[config.mk]
export PLATFORM = sky130hd
export DESIGN_NAME = axis_maxpool_window_pad_flat
export DESIGN_NICKNAME = d
export VERILOG_FILES = /design/src/rtl/axis_maxpool_window_pad_pkg.sv /design/src/rtl/axis_maxpool_window_pad_if.sv /design/src/rtl/maxpool_window_max.sv /design/src/rtl/axis_maxpool_window_pad.sv /design/src/flat_wrapper.sv
export SDC_FILE = /design/constraint.sdc
export NUM_CORES = 2
export LEC_CHECK = 0
export CAP_MARGIN = 20
export CORE_MARGIN = 1
export CORE_UTILIZATION = 25
export DETAILED_ROUTE_END_ITERATION = 12
export GPL_TIMING_DRIVEN = 0
export PLACE_DENSITY = 0.49
export SLEW_MARGIN = 15
export SYNTH_ARGS = -nofsm -noshare
export SYNTH_HDL_FRONTEND = slang
export SYNTH_HIERARCHICAL = 1
export SYNTH_SLANG_ARGS = --single-unit
export TNS_END_PERCENT = 5
[constraint.sdc]
create_clock -name aclk -period 13.1 [get_ports aclk]
set_input_delay 1.965 -clock aclk [delete_from_list [all_inputs] [get_ports aclk]]
set_output_delay 1.965 -clock aclk [all_outputs]
set_load 0.03 [all_outputs]
[src/rtl/axis_maxpool_window_pad_pkg.sv]
// Shared geometry, types and word helpers for the windowed width-direction max-pool stage.
package axis_maxpool_window_pad_pkg;

  localparam int UNITS       = 8;
  localparam int GROUPS      = 2;
  localparam int COPIES      = 2;
  localparam int WORD_WIDTH  = 8;
  localparam int KW_MAX      = 3;
  localparam int PAD_MAX     = 1;
  localparam int UNITS_EDGES = UNITS + 2 * PAD_MAX;

  localparam int NGRP      = COPIES * GROUPS;
  localparam int IN_W      = NGRP * UNITS * WORD_WIDTH;
  localparam int OUT_WORDS = NGRP * UNITS_EDGES;
  localparam int OUT_W     = OUT_WORDS * WORD_WIDTH;
  localparam int KW_W      = $clog2(KW_MAX + 1);
  localparam int PAD_W     = $clog2(PAD_MAX + 1);
  localparam int HIST_N    = KW_MAX - 1;
  localparam int HCNT_W    = $clog2(KW_MAX);

  typedef logic signed [WORD_WIDTH-1:0] word_t;
  typedef logic [IN_W-1:0] col_t;

  localparam word_t WORD_MIN = {1'b1, {(WORD_WIDTH-1){1'b0}}};

  typedef enum logic {ST_ROW_START, ST_IN_ROW} row_state_e;

  typedef struct packed {
    row_state_e          state;
    logic [KW_W-1:0]     wait_cnt;
    logic [HCNT_W-1:0]   hist_cnt;
  } dbg_t;

  function automatic int flat_idx(input int grp, input int pos, input int per_grp);
    return grp * per_grp + pos;
  endfunction

  function automatic word_t smax(input word_t a, input word_t b);
    return (a > b) ? a : b;
  endfunction

endpackage

[src/rtl/axis_maxpool_window_pad_if.sv]
// Input column stream and pooled output stream of the max-pool stage, bundled for one port.
interface axis_maxpool_window_pad_if;
  import axis_maxpool_window_pad_pkg::*;

  // valid/ready: a beat moves on the rising edge where tvalid && tready are both high; a
  // producer never waits for tready before raising tvalid and holds the beat until it moves.
  logic                 s_axis_tvalid;
  logic                 s_axis_tready;
  col_t                 s_axis_tdata;
  logic                 s_axis_tlast;
  logic                 m_axis_tvalid;
  logic                 m_axis_tready;
  logic [OUT_W-1:0]     m_axis_tdata;
  logic [OUT_WORDS-1:0] m_axis_tkeep;
  logic                 m_axis_tlast;

  modport slave (
    input  s_axis_tvalid, s_axis_tdata, s_axis_tlast, m_axis_tready,
    output s_axis_tready, m_axis_tvalid, m_axis_tdata, m_axis_tkeep, m_axis_tlast
  );

  modport master (
    output s_axis_tvalid, s_axis_tdata, s_axis_tlast, m_axis_tready,
    input  s_axis_tready, m_axis_tvalid, m_axis_tdata, m_axis_tkeep, m_axis_tlast
  );

endinterface

[src/rtl/maxpool_window_max.sv]
// Element-wise signed max of the current column and the newest n_hist history columns.
module maxpool_window_max
  import axis_maxpool_window_pad_pkg::*;
(
  input  col_t              cur,
  input  col_t              hist [HIST_N],
  input  logic [HCNT_W-1:0] n_hist,
  output col_t              pooled
);

  col_t acc;

  always_comb begin
    acc = cur;
    for (int h = 0; h < HIST_N; h++) begin
      if (HCNT_W'(h) < n_hist) begin
        for (int w = 0; w < NGRP * UNITS; w++) begin
          acc[w*WORD_WIDTH +: WORD_WIDTH] = smax(word_t'(acc[w*WORD_WIDTH +: WORD_WIDTH]),
                                                 word_t'(hist[h][w*WORD_WIDTH +: WORD_WIDTH]));
        end
      end
    end
    pooled = acc;
  end

endmodule

[src/rtl/axis_maxpool_window_pad.sv]
// Streaming width-direction max-pool with per-row window, stride and edge padding;
// one registered output column per emitting input beat.
module axis_maxpool_window_pad
  import axis_maxpool_window_pad_pkg::*;
(
  input  logic             aclk,
  input  logic             aresetn,
  input  logic [KW_W-1:0]  cfg_kw,
  input  logic [KW_W-1:0]  cfg_sw,
  input  logic [PAD_W-1:0] cfg_pad,
  input  logic             cfg_pad_min,
  axis_maxpool_window_pad_if.slave axis,
  output dbg_t             dbg
);

  row_state_e           state_q, state_d;
  logic [KW_W-1:0]      wait_q, wait_d, kw_q, sw_q, kw_e, sw_e, wait_e;
  logic [PAD_W-1:0]     pad_q, pad_e;
  logic                 pad_min_q, pad_min_e;
  logic [HCNT_W-1:0]    hcnt_q, hcnt_d, hcnt_e, span, n_hist;
  col_t                 hist_q [HIST_N];
  col_t                 pooled;
  logic                 row_start, accept, emit;
  logic                 m_valid_q, m_last_q;
  logic [OUT_W-1:0]     m_data_q, pad_data;
  logic [OUT_WORDS-1:0] m_keep_q, pad_keep;

  function automatic logic [KW_W-1:0] clamp_win(input logic [KW_W-1:0] v);
    if (v == '0) return KW_W'(1);
    if (v > KW_W'(KW_MAX)) return KW_W'(KW_MAX);
    return v;
  endfunction

  function automatic int edge_dist(input int e);
    return (e < PAD_MAX) ? (PAD_MAX - e) : (e - (PAD_MAX + UNITS) + 1);
  endfunction

  assign row_start          = (state_q == ST_ROW_START);
  assign axis.s_axis_tready = !m_valid_q || axis.m_axis_tready;
  assign accept             = axis.s_axis_tvalid && axis.s_axis_tready;

  // The first beat of a row sees the live cfg inputs; later beats see the latched copy.
  assign kw_e      = row_start ? clamp_win(cfg_kw) : kw_q;
  assign sw_e      = row_start ? clamp_win(cfg_sw) : sw_q;
  assign pad_e     = row_start ? ((cfg_pad > PAD_W'(PAD_MAX)) ? PAD_W'(PAD_MAX) : cfg_pad) : pad_q;
  assign pad_min_e = row_start ? cfg_pad_min : pad_min_q;
  assign wait_e    = row_start ? kw_e - KW_W'(1) : wait_q;
  assign hcnt_e    = row_start ? '0 : hcnt_q;
  assign emit      = (wait_e == '0) || axis.s_axis_tlast;

  // History columns belonging to the window in progress; an early tlast cuts the window short.
  always_comb begin
    span = '0;
    if (wait_e < kw_e) span = HCNT_W'(kw_e - wait_e - KW_W'(1));
    n_hist = (span < hcnt_e) ? span : hcnt_e;
  end

  maxpool_window_max u_window_max (
    .cur    (axis.s_axis_tdata),
    .hist   (hist_q),
    .n_hist (n_hist),
    .pooled (pooled)
  );

  always_comb begin
    state_d = state_q;
    wait_d  = wait_q;
    hcnt_d  = hcnt_q;
    if (accept) begin
      if (axis.s_axis_tlast) begin
        state_d = ST_ROW_START;
        wait_d  = '0;
        hcnt_d  = '0;
      end else begin
        state_d = ST_IN_ROW;
        wait_d  = emit ? sw_e - KW_W'(1) : wait_e - KW_W'(1);
        hcnt_d  = (hcnt_e == HCNT_W'(HIST_N)) ? hcnt_e : hcnt_e + HCNT_W'(1);
      end
    end
  end

  always_ff @(posedge aclk or negedge aresetn) begin
    if (!aresetn) begin
      state_q   <= ST_ROW_START;
      wait_q    <= '0;
      hcnt_q    <= '0;
      kw_q      <= '0;
      sw_q      <= '0;
      pad_q     <= '0;
      pad_min_q <= 1'b0;
    end else begin
      state_q <= state_d;
      wait_q  <= wait_d;
      hcnt_q  <= hcnt_d;
      if (accept && row_start) begin
        kw_q      <= kw_e;
        sw_q      <= sw_e;
        pad_q     <= pad_e;
        pad_min_q <= pad_min_e;
      end
    end
  end

  always_ff @(posedge aclk or negedge aresetn) begin
    if (!aresetn) begin
      for (int i = 0; i < HIST_N; i++) hist_q[i] <= '0;
    end else if (accept) begin
      if (axis.s_axis_tlast) begin
        for (int i = 0; i < HIST_N; i++) hist_q[i] <= '0;
      end else begin
        hist_q[0] <= axis.s_axis_tdata;
        for (int i = 1; i < HIST_N; i++) hist_q[i] <= hist_q[i-1];
      end
    end
  end

  always_comb begin
    pad_data = '0;
    pad_keep = '0;
    for (int g = 0; g < NGRP; g++) begin
      for (int e = 0; e < UNITS_EDGES; e++) begin
        if (e >= PAD_MAX && e < PAD_MAX + UNITS) begin
          pad_data[flat_idx(g, e, UNITS_EDGES)*WORD_WIDTH +: WORD_WIDTH] =
            pooled[flat_idx(g, e - PAD_MAX, UNITS)*WORD_WIDTH +: WORD_WIDTH];
          pad_keep[flat_idx(g, e, UNITS_EDGES)] = 1'b1;
        end else if (edge_dist(e) <= int'(pad_e)) begin
          pad_data[flat_idx(g, e, UNITS_EDGES)*WORD_WIDTH +: WORD_WIDTH] = pad_min_e ? WORD_MIN : '0;
          pad_keep[flat_idx(g, e, UNITS_EDGES)] = 1'b1;
        end
      end
    end
  end

  always_ff @(posedge aclk or negedge aresetn) begin
    if (!aresetn) begin
      m_valid_q <= 1'b0;
      m_last_q  <= 1'b0;
      m_data_q  <= '0;
      m_keep_q  <= '0;
    end else if (accept && emit) begin
      m_valid_q <= 1'b1;
      m_last_q  <= axis.s_axis_tlast;
      m_data_q  <= pad_data;
      m_keep_q  <= pad_keep;
    end else if (axis.m_axis_tready) begin
      m_valid_q <= 1'b0;
    end
  end

  assign axis.m_axis_tvalid = m_valid_q;
  assign axis.m_axis_tlast  = m_last_q;
  assign axis.m_axis_tdata  = m_data_q;
  assign axis.m_axis_tkeep  = m_keep_q;
  assign dbg = '{state: state_q, wait_cnt: wait_q, hist_cnt: hcnt_q};

endmodule

[src/flat_wrapper.sv]
// flat-port wrapper written by rule: the top's interface ports become plain ports
module axis_maxpool_window_pad_flat import axis_maxpool_window_pad_pkg::*;
  (aclk, aresetn, cfg_kw, cfg_sw, cfg_pad, cfg_pad_min, dbg, axis_s_axis_tvalid, axis_s_axis_tdata, axis_s_axis_tlast, axis_m_axis_tready, axis_s_axis_tready, axis_m_axis_tvalid, axis_m_axis_tdata, axis_m_axis_tkeep, axis_m_axis_tlast);
  axis_maxpool_window_pad_if axis_i ();
  input  logic aclk;
  input  logic aresetn;
  input  logic [KW_W-1:0] cfg_kw;
  input  logic [KW_W-1:0] cfg_sw;
  input  logic [PAD_W-1:0] cfg_pad;
  input  logic cfg_pad_min;
  output dbg_t dbg;
  input wire logic [$bits(axis_i.s_axis_tvalid)-1:0] axis_s_axis_tvalid;
  input wire logic [$bits(axis_i.s_axis_tdata)-1:0] axis_s_axis_tdata;
  input wire logic [$bits(axis_i.s_axis_tlast)-1:0] axis_s_axis_tlast;
  input wire logic [$bits(axis_i.m_axis_tready)-1:0] axis_m_axis_tready;
  output wire logic [$bits(axis_i.s_axis_tready)-1:0] axis_s_axis_tready;
  output wire logic [$bits(axis_i.m_axis_tvalid)-1:0] axis_m_axis_tvalid;
  output wire logic [$bits(axis_i.m_axis_tdata)-1:0] axis_m_axis_tdata;
  output wire logic [$bits(axis_i.m_axis_tkeep)-1:0] axis_m_axis_tkeep;
  output wire logic [$bits(axis_i.m_axis_tlast)-1:0] axis_m_axis_tlast;
  assign axis_i.s_axis_tvalid = axis_s_axis_tvalid;
  assign axis_i.s_axis_tdata = axis_s_axis_tdata;
  assign axis_i.s_axis_tlast = axis_s_axis_tlast;
  assign axis_i.m_axis_tready = axis_m_axis_tready;
  assign axis_s_axis_tready = axis_i.s_axis_tready;
  assign axis_m_axis_tvalid = axis_i.m_axis_tvalid;
  assign axis_m_axis_tdata = axis_i.m_axis_tdata;
  assign axis_m_axis_tkeep = axis_i.m_axis_tkeep;
  assign axis_m_axis_tlast = axis_i.m_axis_tlast;
  axis_maxpool_window_pad u_core (.aclk(aclk), .aresetn(aresetn), .cfg_kw(cfg_kw), .cfg_sw(cfg_sw), .cfg_pad(cfg_pad), .cfg_pad_min(cfg_pad_min), .axis(axis_i), .dbg(dbg));
endmodule
# After elaboration in Yosys (flattened, before gate mapping)
# Index checks and enable logic that the tools add are counted.
[totals] elab_cells=203 output_inout_bits=368 in_bits=267 regBits=885
[classes] bitwise_logic=1 reduce_logical=10 n_lt_le_gt_ge=72 mux=100 addsub=6 n_eq_ne=1
[op_table] cell="$mux 8" n=66
[op_table] cell="$gt 8x8->1" n=64
[op_table] cell="$mux 256" n=2
[op_table] cell="$mux 512" n=1
[op_table] cell="$mux 2" n=18
[op_table] cell="$mux 1" n=13
[op_table] cell="$sub 2x1->2 const B" n=4
[op_table] cell="$logic_not 2->1" n=3
[op_table] cell="$gt 2x2->1 const B" n=2
[op_table] cell="$lt 1x2->1 const A" n=2
[op_table] cell="$lt 2x2->1" n=2
[op_table] cell="$logic_and 1x1->1" n=3
[op_table] cell="$add 2x1->2 const B" n=1
[op_table] cell="$eq 2x2->1 const B" n=1
[op_table] cell="$logic_or 1x1->1" n=2
[op_table] cell="$reduce_bool 2->1" n=1
[op_table] cell="$sub 2x2->2" n=1
[op_table] cell="$gt 1x1->1 const B" n=1
[op_table] cell="$le 1x1->1 const A" n=1
[op_table] cell="$logic_not 1->1" n=1
[op_table] cell="$not 1->1" n=1

# Longest topological paths before layout
[depth] ltp_word=18 depth_mapped=24 ltp_nobuf=22

# Cells and area by module
# The synthesis kept the hierarchy.
[modules_own_cells] mod="axis_maxpool_window_pad" area_each_um2=32422.3 cells_per_inst=2958 seq_area_each_um2=19618.8 n_inst=1
[modules_own_cells] mod="maxpool_window_max" area_each_um2=19235.9 cells_per_inst=2381 seq_area_each_um2=0.0 n_inst=1

# Worst setup path after synthesis
# Ideal clock, no wire load.
[synth_path] path_kind="in2reg" start="input port cfg_kw[0]" end="register u_core.m_data_q[209] (netlist: u_core/axis.m_axis_tdata[209])" t_arrival_ps=6481 cell_stages=20 n_path_buf=1 t_required_ps=12975 slack_ps=6494 setup_ps=125 path_cell_list="nor3b_1 -> a21oi_1 -> ha_1 -> xor2_1 -> and2_1 -> ha_1 -> o21ai_0 -> nor2b_1 -> nor2_1 -> buf_6 -> or4_1 -> a211oi_2 -> a2bb2oi_4 -> mux2_4 -> ha_1 -> nor4b_1 -> o211ai_1 -> o21ai_1 -> mux2_2 -> mux2_2"
[synth_between] elab_chain_len=18 elab_cells_between_ends=26 cone_classes="add/sub (3); order compare (6); mux (13); reduce/logical (4)"
[synth_rtl] element="start: declaration" line="flat_wrapper.sv:7" text="input logic [KW_W-1:0] cfg_kw;"
[synth_rtl] element="$gt 2x2->1" line="axis_maxpool_window_pad.sv:30" text="if (v > KW_W'(KW_MAX)) return KW_W'(KW_MAX);"
[synth_rtl] element="$mux 1 (2 in series)" line="axis_maxpool_window_pad.sv:30"
[synth_rtl] element="$mux 2" line="axis_maxpool_window_pad.sv:31" text="return v;"
[synth_rtl] element="$mux 2 *" line="axis_maxpool_window_pad.sv:30"
[synth_rtl] element="$mux 2 *" line="axis_maxpool_window_pad.sv:43" text="assign kw_e = row_start ? clamp_win(cfg_kw) : kw_q;"
[synth_rtl] element="via u_core.kw_e[0]" line="axis_maxpool_window_pad.sv:17" text="logic [KW_W-1:0] wait_q, wait_d, kw_q, sw_q, kw_e, sw_e, wait_e;"
[synth_rtl] element="$sub 2x1->2" line="axis_maxpool_window_pad.sv:47" text="assign wait_e = row_start ? kw_e - KW_W'(1) : wait_q;"
[synth_rtl] element="$mux 2" line="axis_maxpool_window_pad.sv:47"
[synth_rtl] element="(+4 left out)"
[synth_rtl] element="$mux 2 *" line="axis_maxpool_window_pad.sv:55" text="n_hist = (span < hcnt_e) ? span : hcnt_e;"
[synth_rtl] element="via u_core.n_hist[0]" line="axis_maxpool_window_pad.sv:20" text="logic [HCNT_W-1:0] hcnt_q, hcnt_d, hcnt_e, span, n_hist;"
[synth_rtl] element="$lt 1x2->1" line="maxpool_window_max.sv:16" text="if (HCNT_W'(h) < n_hist) begin"
[synth_rtl] element="$mux 256" line="maxpool_window_max.sv:16"
[synth_rtl] element="$gt 8x8->1" line="axis_maxpool_window_pad_pkg.sv:39" text="return (a > b) ? a : b;"
[synth_rtl] element="$mux 8" line="axis_maxpool_window_pad_pkg.sv:39"
[synth_rtl] element="$mux 256 *" line="maxpool_window_max.sv:16"
[synth_rtl] element="via u_core.pad_data[209]" line="axis_maxpool_window_pad.sv:25" text="logic [OUT_W-1:0] m_data_q, pad_data;"
[synth_rtl] element="end signal: assignment" line="axis_maxpool_window_pad.sv:143" text="m_data_q <= pad_data;"
[synth_rtl] element="end: declaration" line="axis_maxpool_window_pad.sv:25"
# Mark *: on every way through the listed nets, which the timed path passes. The rest lies on a longest branch. The select of a mux whose other input is x is not followed.
# A chain may end at the register's enable or synchronous reset.

# Worst setup path after layout
[layout_path] start="input port cfg_kw[1]" end="register u_core.m_data_q[207] (netlist: u_core/axis.m_axis_tdata[207])"
# The elaborated chain is that of the path after synthesis.

==> results.yml <==
synthesis:
  synthesis.area_sq_mm: 0.0517
  synth.distinct_cells: 66
  synth-edff-count: 0
  yosys.area.top_type: "dfrtp_1"
  synth_compound_area_share_pct: 11.1
  synthSimpleGateAreaFrac_pct: 14.6
  synth_flop_cell: "dfrtp_1"
  synth_top_family_by_area: "multiplexers"
  synth_top_area_share_pct: 38.0
  synth_xor_area_share_pct: 0.0339
  yosys-top-cells-area: "dfrtp_1 38%, mux2_2 14%, ha_1 13%"
  muxShareOfSynthArea_pct: 16.5
  syn_avg_cell_area_sq_um: 9.68
  synth-seq-area-share_pct: 38.0
  synth_fa_ha_area_share_pct: 12.5
  postSynthCellCount: 5339
  ys_ff_latch: 784
  ys_warn_count: 6
  ys_async_sr_fraction_pct: 100
global_routing:
  antenna_found_initial: 67
  grt_overflow_total: 0
  grt_pass1_wl_um: 274000
  grt_use_total_pct: 17.4
  grt_pass1_vias: 41700
  grt_max_degree: 135
detailed_routing:
  vias: 40800
  wl_um: 184000
  via_per_inst: 4.59
  drc: 0
  drt_iter0_markers: 1902
  ant_nets: 0
  wire_per_inst_um: 20.7
  dr.pass1.iters: 6
job:
  max_cap_violations: 0
die:
  die_area_sq_mm: 0.208
  initial_core_util_pct: 25.2
  rows: 166
  io_pins: 635
  die_y_um: 457
  fp.coreArea_sq_mm: 0.205
  dieWidth_um: 457
power_and_ir_drop:
  max-vdd-ir-drop_uv: 105
  power_density_mw_per_mm2: 155
  p_leak_uw: 0.0272
setup_path:
  path_max_fanout: 10
  cp_data_required_time_ns: 13.71
  endpoint_kind: "register"
  criticalPathCategory: "in -> reg"
  crit_chain: "clkdlybuf4s50_1 -> nor3b_1 -> a21oi_1 -> ha_1 -> xor2_1 -> and2_1 -> ha_1 -> o21ai_0 -> nor2b_1 -> or2_1 -> clkbuf_1 -> buf_2 -> o21ai_0 -> nor2_2 -> mux2_2 -> ha_1 -> a21oi_1 -> nor2b_1 -> o21ai_0 -> a41o_1 -> clkbuf_1 -> mux2_2 -> mux2_2"
  crit_arrival_ns: 9.04
  critPathLaunchType: "input pin"
  cp_slowest_cell: "buf_2"
  slowest_delay_ns: 0.76
sta:
  min_period_ns: 8.43
  setup_violations: 0
  maxSlewViolCount: 0
  hold_viol_final: 0
  fmax_mhz: 119
  layout_setup_ws_ns: 4.67
  fin_crit_sh_pct: 64.3
  skew_ns: 0.0314
  slew_headroom_pct: 33.0
  fin_tns_setup_ns: 0
  rsz0062_at_grt: "false"
  worstMarginPinSlew_ns: 1.00
clock_tree:
  cts_hold_buf: 0
  clock_sinks: 784
  clkTransAtPathRegs_ns: 0.05
  cts_resized: 0
  cts_root_buf: "clkbuf_16"
  htreeDepth: 3
  cts_setup_buffers: 0
  clockBufferDepth: 3
  cts_tree: "done"
  clk_latency_ns: 0.74
  cts_inserted_buffers: 103
final_layout:
  fill_cells: 21200
  area_delta_synth_final_pct: 25.6
  final_nets: 6873
  drive_gt1_share_pct: 17.3
placed_design:
  dp_slack_ns: 3.84
  place.port_buffers: 577
  gp_congestion: 0.880
  dpl.hpwl_um: 142000
status:
  status: "complete, no violations"
min_path:
  hp-class: "reg -> reg"
per-layer routing:
metal  vias up  track usage, %  share of wire, %
met2       760            30.1                50
met3       261            2.41               3.3
met1     19900            21.1                43
met4        12            8.77               4.1
met5         -               0             0.037
li1      19900               -                 -
cells in the final DEF, fill, tap and decap left out, types with 21 or more instances in the layout:
| cell | instances |
|---|---|
| nand3_1 | 57 |
| nand2_1 | 591 |
| dfrtp_1 | 783 |
| ha_1 | 518 |
| a21o_1 | 21 |
| a21oi_1 | 109 |
| buf_2 | 72 |
| clkbuf_16 | 104 |
| clkdlybuf4s50_1 | 576 |
| clkbuf_1 | 137 |
| diode_2 | 36 |
| o21ai_0 | 621 |
| mux2i_1 | 46 |
| inv_1 | 532 |
| mux2_2 | 623 |
| conb_1 | 56 |
| mux2_1 | 67 |
| nand4_1 | 82 |
| nor2b_1 | 60 |
| a211oi_1 | 36 |
| buf_4 | 117 |
| a31oi_1 | 36 |
| nand2b_1 | 519 |
| o211ai_1 | 29 |
| nor2_1 | 42 |
synthesized netlist by cell type, drive strengths merged (17+ instances only):
master,number
buf,200
nor2b,60
clkbuf,126
o211ai,29
nand2b,519
a211oi,38
inv,532
nand3,57
mux2i,46
dfrtp,784
nand2,592
o221ai,21
and4,17
mux2,708
nand4,82
nor2,56
a21o,21
o21ai,628
a31oi,36
ha,518
a21oi,109
registers in the layout (all words and copies together), names as in the netlist:
name and flops:
u_core/axis.m_axis_tlast 1, u_core/hist_q 512, u_core/hcnt_q 2, u_core/pad_min_q 1, u_core/pad_q 1, u_core/sw_q 2
u_core/wait_q 2, u_core/axis.m_axis_tvalid 1, u_core/axis.m_axis_tkeep 2, u_core/kw_q 2, u_core/axis.m_axis_tdata 257, u_core/state_q 1
power by group:
group,internal (uW),switching (uW),leakage (uW)
combinational,1670,2180,0.0155
sequential,2910,392,0.0100
clock,1730,1200,0.00169
critical path: cells and delay by family:
kind,cells,cell delay [ns]
AO/OA/AOI/OAI,6,1.06
adder cells (fa/ha/maj),3,0.82
XOR/XNOR,1,0.14
multiplexers,3,1.11
AND/OR/NAND/NOR,6,1.39
buffers and inverters,4,2.53
worst paths after layout:
| path | from | to | slack, ns | cells after the start |
|---|---|---|---|---|
| worst max-delay path | cfg_kw[1] | u_core/axis.m_axis_tdata[207]$_DFFE_PN0P_ | 4.67 | 23 |
| worst min register to register | u_core/axis.m_axis_tdata[289]$_DFFE_PN0P_ | u_core/axis.m_axis_tdata[289]$_DFFE_PN0P_ | 0.48 | 1 |
| max in group asynchronous | aresetn | u_core/hist_q[402]$_DFFE_PN0P_ | 9.59 | 5 |
| worst min-delay path | u_core/axis.m_axis_tdata[289]$_DFFE_PN0P_ | u_core/axis.m_axis_tdata[289]$_DFFE_PN0P_ | 0.48 | 1 |
| min in group asynchronous | aresetn | u_core/axis.m_axis_tdata[40]$_DFFE_PN0P_ | 1.13 | 1 |
| worst max register to register | u_core/state_q$_DFFE_PN0P_ | u_core/axis.m_axis_tdata[207]$_DFFE_PN0P_ | 5.57 | 23 |
logic make-up (layout without fill, tap and decap cells):
group / count (synthesis) / count (layout)
compound gates: 972 / 972
xor+xnor: 2 / 2
fa+ha+maj: 518 / 518
buf+inv: 858 / 1634
flops: 784 / 784
mux: 754 / 754
other cells: 1 / 92
simple gates: 1450 / 1450
area by class of cell:
type / instances / area [sq um] / area share [%]
timing repair buffer: 589 / 6070 / 9.37
antenna: 36 / 90.1 / 0.139
buffer: 326 / 1830 / 2.82
tap: 2688 / 3360 / 5.19
multi-input combinational: 3752 / 28400 / 43.8
inverter: 532 / 2000 / 3.08
clock buffer: 146 / 2960 / 4.56
clock inverter: 41 / 489 / 0.754
sequential: 784 / 19600 / 30.3
stage by stage:
step | power, uW | hold slack, ns | std cells | util, % | cell area, sq um
3_5_place_dp | 7220 | 0.482 | 8671 | 29.9 | 61300
6_report | 10100 | 0.484 | 8894 | 31.6 | 64900
2_1_floorplan | 5530 | 0.466 | 5394 | - | 51900
3_3_place_gp | 7180 | 0.475 | 8659 | 29.8 | 61000
4_1_cts | 10200 | 0.494 | 8858 | 31.6 | 64800
5_1_grt | 10700 | 0.508 | 8886 | 31.6 | 64800
(Power assumes the default switching activity.)
